[src/rtl/cyclic_serial_encoder_if.sv]
// ---------------------------------------------------------------------------
// cyclic_serial_encoder_if
//
// Purpose : groups the serial input and output handshakes of the cyclic
//           serial encoder into a single bundle.
//
// Signals :
//   in_valid       source -> encoder : in_bit is valid
//   in_ready       encoder -> source : encoder accepts in_bit this cycle
//   in_bit         source -> encoder : information bit, highest degree first
//   out_valid      encoder -> sink   : out_bit is valid
//   out_ready      sink -> encoder   : sink accepts out_bit
//   out_bit        encoder -> sink   : serial codeword bit
//   out_is_parity  encoder -> sink   : out_bit is a parity bit
//   out_last       encoder -> sink   : out_bit closes the codeword
//
// Modports:
//   master : the surrounding environment (bit source plus channel sink)
//   slave  : the encoder itself
// ---------------------------------------------------------------------------
interface cyclic_serial_encoder_if;
  logic in_valid;
  logic in_ready;
  logic in_bit;
  logic out_valid;
  logic out_ready;
  logic out_bit;
  logic out_is_parity;
  logic out_last;

  modport master (
    output in_valid,
    output in_bit,
    output out_ready,
    input  in_ready,
    input  out_valid,
    input  out_bit,
    input  out_is_parity,
    input  out_last
  );

  modport slave (
    input  in_valid,
    input  in_bit,
    input  out_ready,
    output in_ready,
    output out_valid,
    output out_bit,
    output out_is_parity,
    output out_last
  );
endinterface

[src/rtl/cyclic_serial_encoder.sv]
// ---------------------------------------------------------------------------
// cyclic_serial_encoder
//
// Purpose : systematic, bit-serial (N,K) cyclic-code encoder. K information
//           bits are forwarded unchanged (highest degree first) while an LFSR
//           divider accumulates x^R u(x) mod g(x); the R = N-K parity bits
//           are then shifted out of the LFSR, highest degree first.
//
// Parameters:
//   N        codeword length
//   K        information bits per codeword (1 <= K < N)
//   GEN_POLY generator polynomial, R+1 bits, bit i = g_i; g_0 and g_R must
//            be 1 (elaboration stops otherwise)
//
// Ports:
//   clk            rising-edge clock
//   reset          asynchronous, active-high reset
//   flush          synchronous abort of the current codeword (highest priority)
//   bus            cyclic_serial_encoder_if.slave handshake bundle
//   parity_vector  [R-1:0] LFSR contents captured on the K-th information bit
//                  (only with CYC_ENC_PARALLEL_OUT_EN)
//   parity_valid   one-cycle strobe qualifying parity_vector
//                  (only with CYC_ENC_PARALLEL_OUT_EN)
//
// Optional feature macro: CYC_ENC_PARALLEL_OUT_EN adds the parallel parity
// outputs. The serial behaviour is the same in both builds.
// ---------------------------------------------------------------------------
module cyclic_serial_encoder #(
  parameter int N = 7,
  parameter int K = 3,
  parameter logic [N-K:0] GEN_POLY = 5'b11101
) (
  input  logic                  clk,
  input  logic                  reset,
  input  logic                  flush,
  cyclic_serial_encoder_if.slave bus
`ifdef CYC_ENC_PARALLEL_OUT_EN
  ,
  output logic [N-K-1:0]        parity_vector,
  output logic                  parity_valid
`endif
);

  localparam int R     = N - K;
  localparam int MAX_C = (K > R) ? K : R;
  localparam int CNT_W = $clog2(MAX_C + 1);

  // Refuse to build an encoder whose shape or generator cannot work.
  generate
    if (K < 1 || K >= N) begin : g_bad_k
      $error("cyclic_serial_encoder: K must satisfy 1 <= K < N");
    end
    if (GEN_POLY[0] != 1'b1 || GEN_POLY[R] != 1'b1) begin : g_bad_poly
      $error("cyclic_serial_encoder: GEN_POLY needs g_0 = 1 and g_R = 1");
    end
  endgenerate

  typedef enum logic [0:0] {
    ST_DATA   = 1'b0,
    ST_PARITY = 1'b1
  } state_t;

  // One division step of the systematic encoder: the incoming bit is added
  // to the register's top bit and the sum is fed back through the generator
  // taps. g_R is implicit in the feedback, g_0 is the plain r[0] load.
  function automatic logic [R-1:0] lfsr_step(input logic [R-1:0] cur,
                                             input logic         din);
    logic          fb;
    logic [R-1:0]  nxt;
    fb     = cur[R-1] ^ din;
    nxt    = {R{1'b0}};
    nxt[0] = fb;
    for (int i = 1; i < R; i++) begin
      nxt[i] = cur[i-1] ^ (fb & GEN_POLY[i]);
    end
    return nxt;
  endfunction

  // Registered state
  state_t             state_r;
  logic [R-1:0]       lfsr_r;
  logic [CNT_W-1:0]   cnt_r;
  logic               out_valid_r;
  logic               out_bit_r;
  logic               out_is_parity_r;
  logic               out_last_r;

  // Next-state values
  state_t             state_s;
  logic [R-1:0]       lfsr_s;
  logic [CNT_W-1:0]   cnt_s;
  logic               out_valid_s;
  logic               out_bit_s;
  logic               out_is_parity_s;
  logic               out_last_s;

  logic               free_s;
  logic               in_ready_s;

`ifdef CYC_ENC_PARALLEL_OUT_EN
  logic [R-1:0]       parity_vector_r;
  logic               parity_valid_r;
  logic [R-1:0]       parity_vector_s;
  logic               parity_valid_s;
`endif

  // Next-state and handshake decode: flush first, then the output register
  // may only move when it is empty or being drained this cycle.
  always_comb begin
    free_s          = !out_valid_r || bus.out_ready;
    in_ready_s      = 1'b0;
    state_s         = state_r;
    lfsr_s          = lfsr_r;
    cnt_s           = cnt_r;
    out_valid_s     = out_valid_r;
    out_bit_s       = out_bit_r;
    out_is_parity_s = out_is_parity_r;
    out_last_s      = out_last_r;
`ifdef CYC_ENC_PARALLEL_OUT_EN
    parity_vector_s = parity_vector_r;
    parity_valid_s  = 1'b0;
`endif

    if (flush) begin
      state_s         = ST_DATA;
      lfsr_s          = {R{1'b0}};
      cnt_s           = {CNT_W{1'b0}};
      out_valid_s     = 1'b0;
      out_bit_s       = 1'b0;
      out_is_parity_s = 1'b0;
      out_last_s      = 1'b0;
`ifdef CYC_ENC_PARALLEL_OUT_EN
      parity_vector_s = {R{1'b0}};
      parity_valid_s  = 1'b0;
`endif
    end else if (free_s) begin
      case (state_r)
        ST_DATA: begin
          in_ready_s = 1'b1;
          if (bus.in_valid) begin
            // Information bit goes straight to the wire and into the divider.
            out_bit_s       = bus.in_bit;
            out_is_parity_s = 1'b0;
            out_last_s      = 1'b0;
            out_valid_s     = 1'b1;
            lfsr_s          = lfsr_step(lfsr_r, bus.in_bit);
            if (cnt_r == CNT_W'(K - 1)) begin
              cnt_s   = {CNT_W{1'b0}};
              state_s = ST_PARITY;
`ifdef CYC_ENC_PARALLEL_OUT_EN
              parity_vector_s = lfsr_step(lfsr_r, bus.in_bit);
              parity_valid_s  = 1'b1;
`endif
            end else begin
              cnt_s = cnt_r + CNT_W'(1);
            end
          end else begin
            // Nothing new to present; the previous bit has been taken.
            out_valid_s = 1'b0;
          end
        end

        ST_PARITY: begin
          // The remainder leaves highest degree first; zeros refill the
          // register, so it is clear again once all R bits are out.
          out_bit_s       = lfsr_r[R-1];
          out_is_parity_s = 1'b1;
          out_valid_s     = 1'b1;
          lfsr_s          = lfsr_r << 1;
          if (cnt_r == CNT_W'(R - 1)) begin
            out_last_s = 1'b1;
            cnt_s      = {CNT_W{1'b0}};
            state_s    = ST_DATA;
          end else begin
            out_last_s = 1'b0;
            cnt_s      = cnt_r + CNT_W'(1);
          end
        end

        default: begin
          state_s         = ST_DATA;
          lfsr_s          = {R{1'b0}};
          cnt_s           = {CNT_W{1'b0}};
          out_valid_s     = 1'b0;
          out_is_parity_s = 1'b0;
          out_last_s      = 1'b0;
        end
      endcase
    end else begin
      // Downstream is stalling: every register keeps its value.
      state_s = state_r;
    end
  end

  // State and output registers with asynchronous reset.
  always_ff @(posedge clk or posedge reset) begin
    if (reset) begin
      state_r         <= ST_DATA;
      lfsr_r          <= {R{1'b0}};
      cnt_r           <= {CNT_W{1'b0}};
      out_valid_r     <= 1'b0;
      out_bit_r       <= 1'b0;
      out_is_parity_r <= 1'b0;
      out_last_r      <= 1'b0;
    end else begin
      state_r         <= state_s;
      lfsr_r          <= lfsr_s;
      cnt_r           <= cnt_s;
      out_valid_r     <= out_valid_s;
      out_bit_r       <= out_bit_s;
      out_is_parity_r <= out_is_parity_s;
      out_last_r      <= out_last_s;
    end
  end

`ifdef CYC_ENC_PARALLEL_OUT_EN
  // Parallel snapshot of the remainder taken with the last information bit.
  always_ff @(posedge clk or posedge reset) begin
    if (reset) begin
      parity_vector_r <= {R{1'b0}};
      parity_valid_r  <= 1'b0;
    end else begin
      parity_vector_r <= parity_vector_s;
      parity_valid_r  <= parity_valid_s;
    end
  end

  assign parity_vector = parity_vector_r;
  assign parity_valid  = parity_valid_r;
`endif

  assign bus.in_ready      = in_ready_s;
  assign bus.out_valid     = out_valid_r;
  assign bus.out_bit       = out_bit_r;
  assign bus.out_is_parity = out_is_parity_r;
  assign bus.out_last      = out_last_r;

endmodule

[src/flat_wrapper.sv]
// flat-port wrapper written by rule: the top's interface ports become plain ports
module cyclic_serial_encoder_flat 
#(
  parameter int N = 7,
  parameter int K = 3,
  parameter logic [N-K:0] GEN_POLY = 5'b11101
)
  (clk, reset, flush, bus_in_valid, bus_in_bit, bus_out_ready, bus_in_ready, bus_out_valid, bus_out_bit, bus_out_is_parity, bus_out_last);
  cyclic_serial_encoder_if bus_i ();
  input  logic clk;
  input  logic reset;
  input  logic flush;
  input wire logic [$bits(bus_i.in_valid)-1:0] bus_in_valid;
  input wire logic [$bits(bus_i.in_bit)-1:0] bus_in_bit;
  input wire logic [$bits(bus_i.out_ready)-1:0] bus_out_ready;
  output wire logic [$bits(bus_i.in_ready)-1:0] bus_in_ready;
  output wire logic [$bits(bus_i.out_valid)-1:0] bus_out_valid;
  output wire logic [$bits(bus_i.out_bit)-1:0] bus_out_bit;
  output wire logic [$bits(bus_i.out_is_parity)-1:0] bus_out_is_parity;
  output wire logic [$bits(bus_i.out_last)-1:0] bus_out_last;
  assign bus_i.in_valid = bus_in_valid;
  assign bus_i.in_bit = bus_in_bit;
  assign bus_i.out_ready = bus_out_ready;
  assign bus_in_ready = bus_i.in_ready;
  assign bus_out_valid = bus_i.out_valid;
  assign bus_out_bit = bus_i.out_bit;
  assign bus_out_is_parity = bus_i.out_is_parity;
  assign bus_out_last = bus_i.out_last;
  cyclic_serial_encoder #(.N(N), .K(K), .GEN_POLY(GEN_POLY)) u_core (.clk(clk), .reset(reset), .flush(flush), .bus(bus_i));
endmodule
[config.mk]
export PLATFORM = sky130hd
export DESIGN_NAME = cyclic_serial_encoder_flat
export DESIGN_NICKNAME = d
export VERILOG_FILES = /design/src/rtl/cyclic_serial_encoder_if.sv /design/src/rtl/cyclic_serial_encoder.sv /design/src/flat_wrapper.sv
export SDC_FILE = /design/constraint.sdc
export NUM_CORES = 1
export LEC_CHECK = 0
export ABC_CLOCK_PERIOD_IN_PS = 1400
export CORE_MARGIN = 3
export CORE_UTILIZATION = 41
export DETAILED_ROUTE_END_ITERATION = 10
export HOLD_SLACK_MARGIN = 0.08
export SETUP_SLACK_MARGIN = 0.15
export SYNTH_ARGS = -nofsm -noshare
export SYNTH_HDL_FRONTEND = slang
export SYNTH_SLANG_ARGS = --single-unit
[constraint.sdc]
create_clock -name clk -period 1.4 [get_ports clk]
set_input_delay 0.21 -clock clk [delete_from_list [all_inputs] [get_ports clk]]
set_output_delay 0.21 -clock clk [all_outputs]
set_load 0.02 [all_outputs]
==> summary.txt <==
Synth
  – Netlist cell types: 25
  – Sequential share of the synthesized area: 44.9%
  – YS warnings: 0
  – Syn avg cell area: ~11 um^2
  – Total nets after synthesis: 72
  – Flops & latches, synth: 12
  – Mapped Area: around 670 um^2
  – Cells after Synth: 62

Floorplanning
  – Starting Density: 47.3%
  – Die X: 46.4 um
  – Num ports: 11
  – FP Rows: 13
  – Die ar.: 0.00215 mm^2
  – Core Area: 0.00142 mm^2
  – Die Ht: 46.4 um

Power and ir drop
  – Comb pwr share: 23.5%
  – Switching pwr: 229 uW
  – Leakage: 0.000435 uW
  – Switching share of power: between 20% and 30%
  – Clk pwr share: 31.2%
  – Flop pwr share: 45.4%
  – Cell-internal power: between 600 and 700 uW
  – Peak VDD IR: roughly 550 uV
  – PwrDens: 904 mW/mm^2

Clock tree
  – Clock Path Buffers: 2
  – CTS clock-pin slew for the worst setup and hold paths: 0.07 ns
  – Clock Sinks: 12
  – Hold-fix buffers, CTS: 0
  – Worst-Skew Late Latency: 0.27 ns
  – H-tree Lvls: 1
  – CTS root buf: clkbuf_4
  – CTS buffer count: 3
  – CTS tree: done

Routing
  – Final routed wire length divided by cell count: 14.3 um
  – First-pass DRT Iterations: 3
  – Routed wire length: 1440 um
  – Vias: 534
  – Antenna-violating nets left: 0
  – DR vias/cell: 5.29
  – DRT iter0 DRCs: 7
  – DRC violations left: 0

Cells and area
  – Most frequent cells in the layout: 11 x buf_4, 11 x dfrtp_1, 6 x a22o_1
  – Non-filler cells, final: 101
  – Final net count: 97
  – Area grow syn2layout: 42.8%
  – Layout Utilization: 67.6%
  – Fraction of layout instances using a drive strength above 1: a little under two fifths
  – N_diodes: 0
  – Design Area, Final: 956 um^2

Timing
  – Post-route minimum period: 1.36 ns
  – Total negative slack: 0 ns
  – Max Freq: 733 MHz
  – Max Slew Vio Count: 0
  – Worst slew pin tran: 0.458 ns
  – Final hold violation count: 0
  – Slew headroom: a little over two thirds
  – Clock Skew: ~0.0055 ns
  – RSZ-0062 raised after global routing: true
  – Final setup fails: 0
  – Setup ws final: 0.0357 ns
  – Final Cycle Share: 97.5%

Worst setup path
  – Data required, critical path: ~1.6 ns
  – Reg-to-reg critical path startpoint: u_core.state_r$_DFFE_PP0P_
  – CP endpoint kind: flip-flop
  – Crit path DAT: 1.57 ns
  – Startpoint types: flip-flop
  – Critical path peak fanout: 6
  – Crit path kind: reg2reg
  – Critical Path Start: u_core.state_r$_DFFE_PP0P_

Run
  – Maximum Capacitance Violations: 0

GRT
  – First-pass GRT wire length: 2320 um
  – Tot GR Track Use: 15.4%
  – Pin count of the biggest net entering global routing: 13
  – Global route overflow: 0
  – Antenna violations before repair: 0
  – Number of global-route vias before repair: 546

Place
  – # placed instances: 95
  – GPL Wtd Cong: 0.740
  – Dpl ws: -0.381 ns
  – Number of port buffers: 10
  – Detailed Place HPWL: 1030 um
  – Post-DP Area: 871 um^2

Outcome
  – Status: complete, no violations

Worst hold path
  – Hold Path Class: in2async
-- synth_stat cells --
cell type / count / area share [%]
a21oi_1: 5 / 3.7
a21oi_4: 1 / 2.4
a221o_1: 2 / 3.0
a22o_1: 6 / 7.9
a32o_1: 1 / 1.5
and2b_4: 1 / 1.5
buf_2: 2 / 1.5
dfrtp_1: 12 / 45
ha_1: 4 / 7.5
inv_1: 6 / 3.4
mux2_2: 1 / 1.7
nand2_1: 2 / 1.1
nand2b_1: 1 / 0.94
nand3_1: 1 / 0.75
nor2_1: 2 / 1.1
nor2b_1: 2 / 1.9
nor3_1: 1 / 0.75
nor3_2: 1 / 1.5
nor3b_1: 1 / 1.1
nor4_1: 2 / 1.9
nor4_2: 1 / 1.9
o2111a_1: 2 / 3.4
o21ai_0: 3 / 2.2
or2_4: 1 / 1.3
xnor2_1: 1 / 1.3
-- registers in the layout, summed over array words and instances, names as in the netlist --
signal	cells
u_core.bus.out_valid	1
u_core.bus.out_last	1
u_core.state_r	1
u_core.bus.out_is_parity	1
u_core.lfsr_r	4
u_core.cnt_r	3
u_core.bus.out_bit	1
-- power by group through the flow --
| stage | logic (uW) | registers, uW | clock network [uW] |
|---|---|---|---|
| after floorplan | 103 | 400 | 0 |
| after global placement | 188 | 396 | 0 |
| after detailed placement | 188 | 397 | 0 |
| after CTS | 189 | 390 | 283 |
| after global routing | 220 | 396 | 295 |
| final | 203 | 392 | 269 |
-- stage by stage --
step                      hold slack (ns)  total power, uW
after CTS                           0.244              862
after floorplan                    0.0747              503
after detailed placement            0.487              585
after global routing                0.264              912
after global placement              0.476              584
final                               0.239              865
-- final timing paths --
| path | to | depth (start not counted) | slack (ns) |
|---|---|---|---|
| setup / recovery | u_core.lfsr_r[0]$_DFFE_PP0P_ | 5 | 0.04 |
| hold / removal | u_core.bus.out_is_parity$_DFFE_PP0P_ | 2 | 0.24 |
| setup reg to reg | u_core.lfsr_r[0]$_DFFE_PP0P_ | 5 | 0.04 |
| hold reg to reg | u_core.bus.out_last$_DFFE_PP0P_ | 1 | 0.49 |
| max in group asynchronous | u_core.state_r$_DFFE_PP0P_ | 2 | 0.82 |
| min in group clk | u_core.bus.out_last$_DFFE_PP0P_ | 1 | 0.49 |
-- cell type report --
| type | instances | area (um^2) |
|---|---|---|
| Clock buffer | 4 | 36.3 |
| Timing Repair Buffer | 22 | 195 |
| Multi-Input combinational cell | 42 | 382 |
| Sequential cell | 12 | 302 |
| Fill cell | 106 | 459 |
| Inverter | 6 | 22.5 |
| Tap cell | 15 | 18.8 |
-- cell families after synthesis --
group	Yosys count	share of synthesized area, %
AO/OA/AOI/OAI	20	24.1
adder cells (fa/ha/maj)	4	7.48
multiplexers	1	1.68
buffers and inverters	8	4.86
flip-flops	12	44.9
AND/OR/NAND/NOR	16	15.7
XOR/XNOR	1	1.31
-- what timing repair did --
| action | 4_1_cts | 5_1_grt |
|---|---|---|
| endpoints found under the setup margin | 14 | 12 |
| pin swaps | 7 | 2 |
| resized for setup | 13 | 10 |
| setup buffers | 1 | 1 |
-- critical path, stage by stage (launching register included) --
cell and delay (ns):
dfrtp_2 0.45, buf_6 0.13, or2_4 0.24, a21oi_4 0.21
buf_12 0.14, a22o_1 0.14
-- layer usage --
metal	up-vias	GRT usage [%]	wire (um)
met1	238	20.6	664
met5	-	0	0
li1	282	-	-
met4	0	3.41	8
met3	2	7.42	104
met2	12	22.3	664
(Power assumes the default switching activity.)
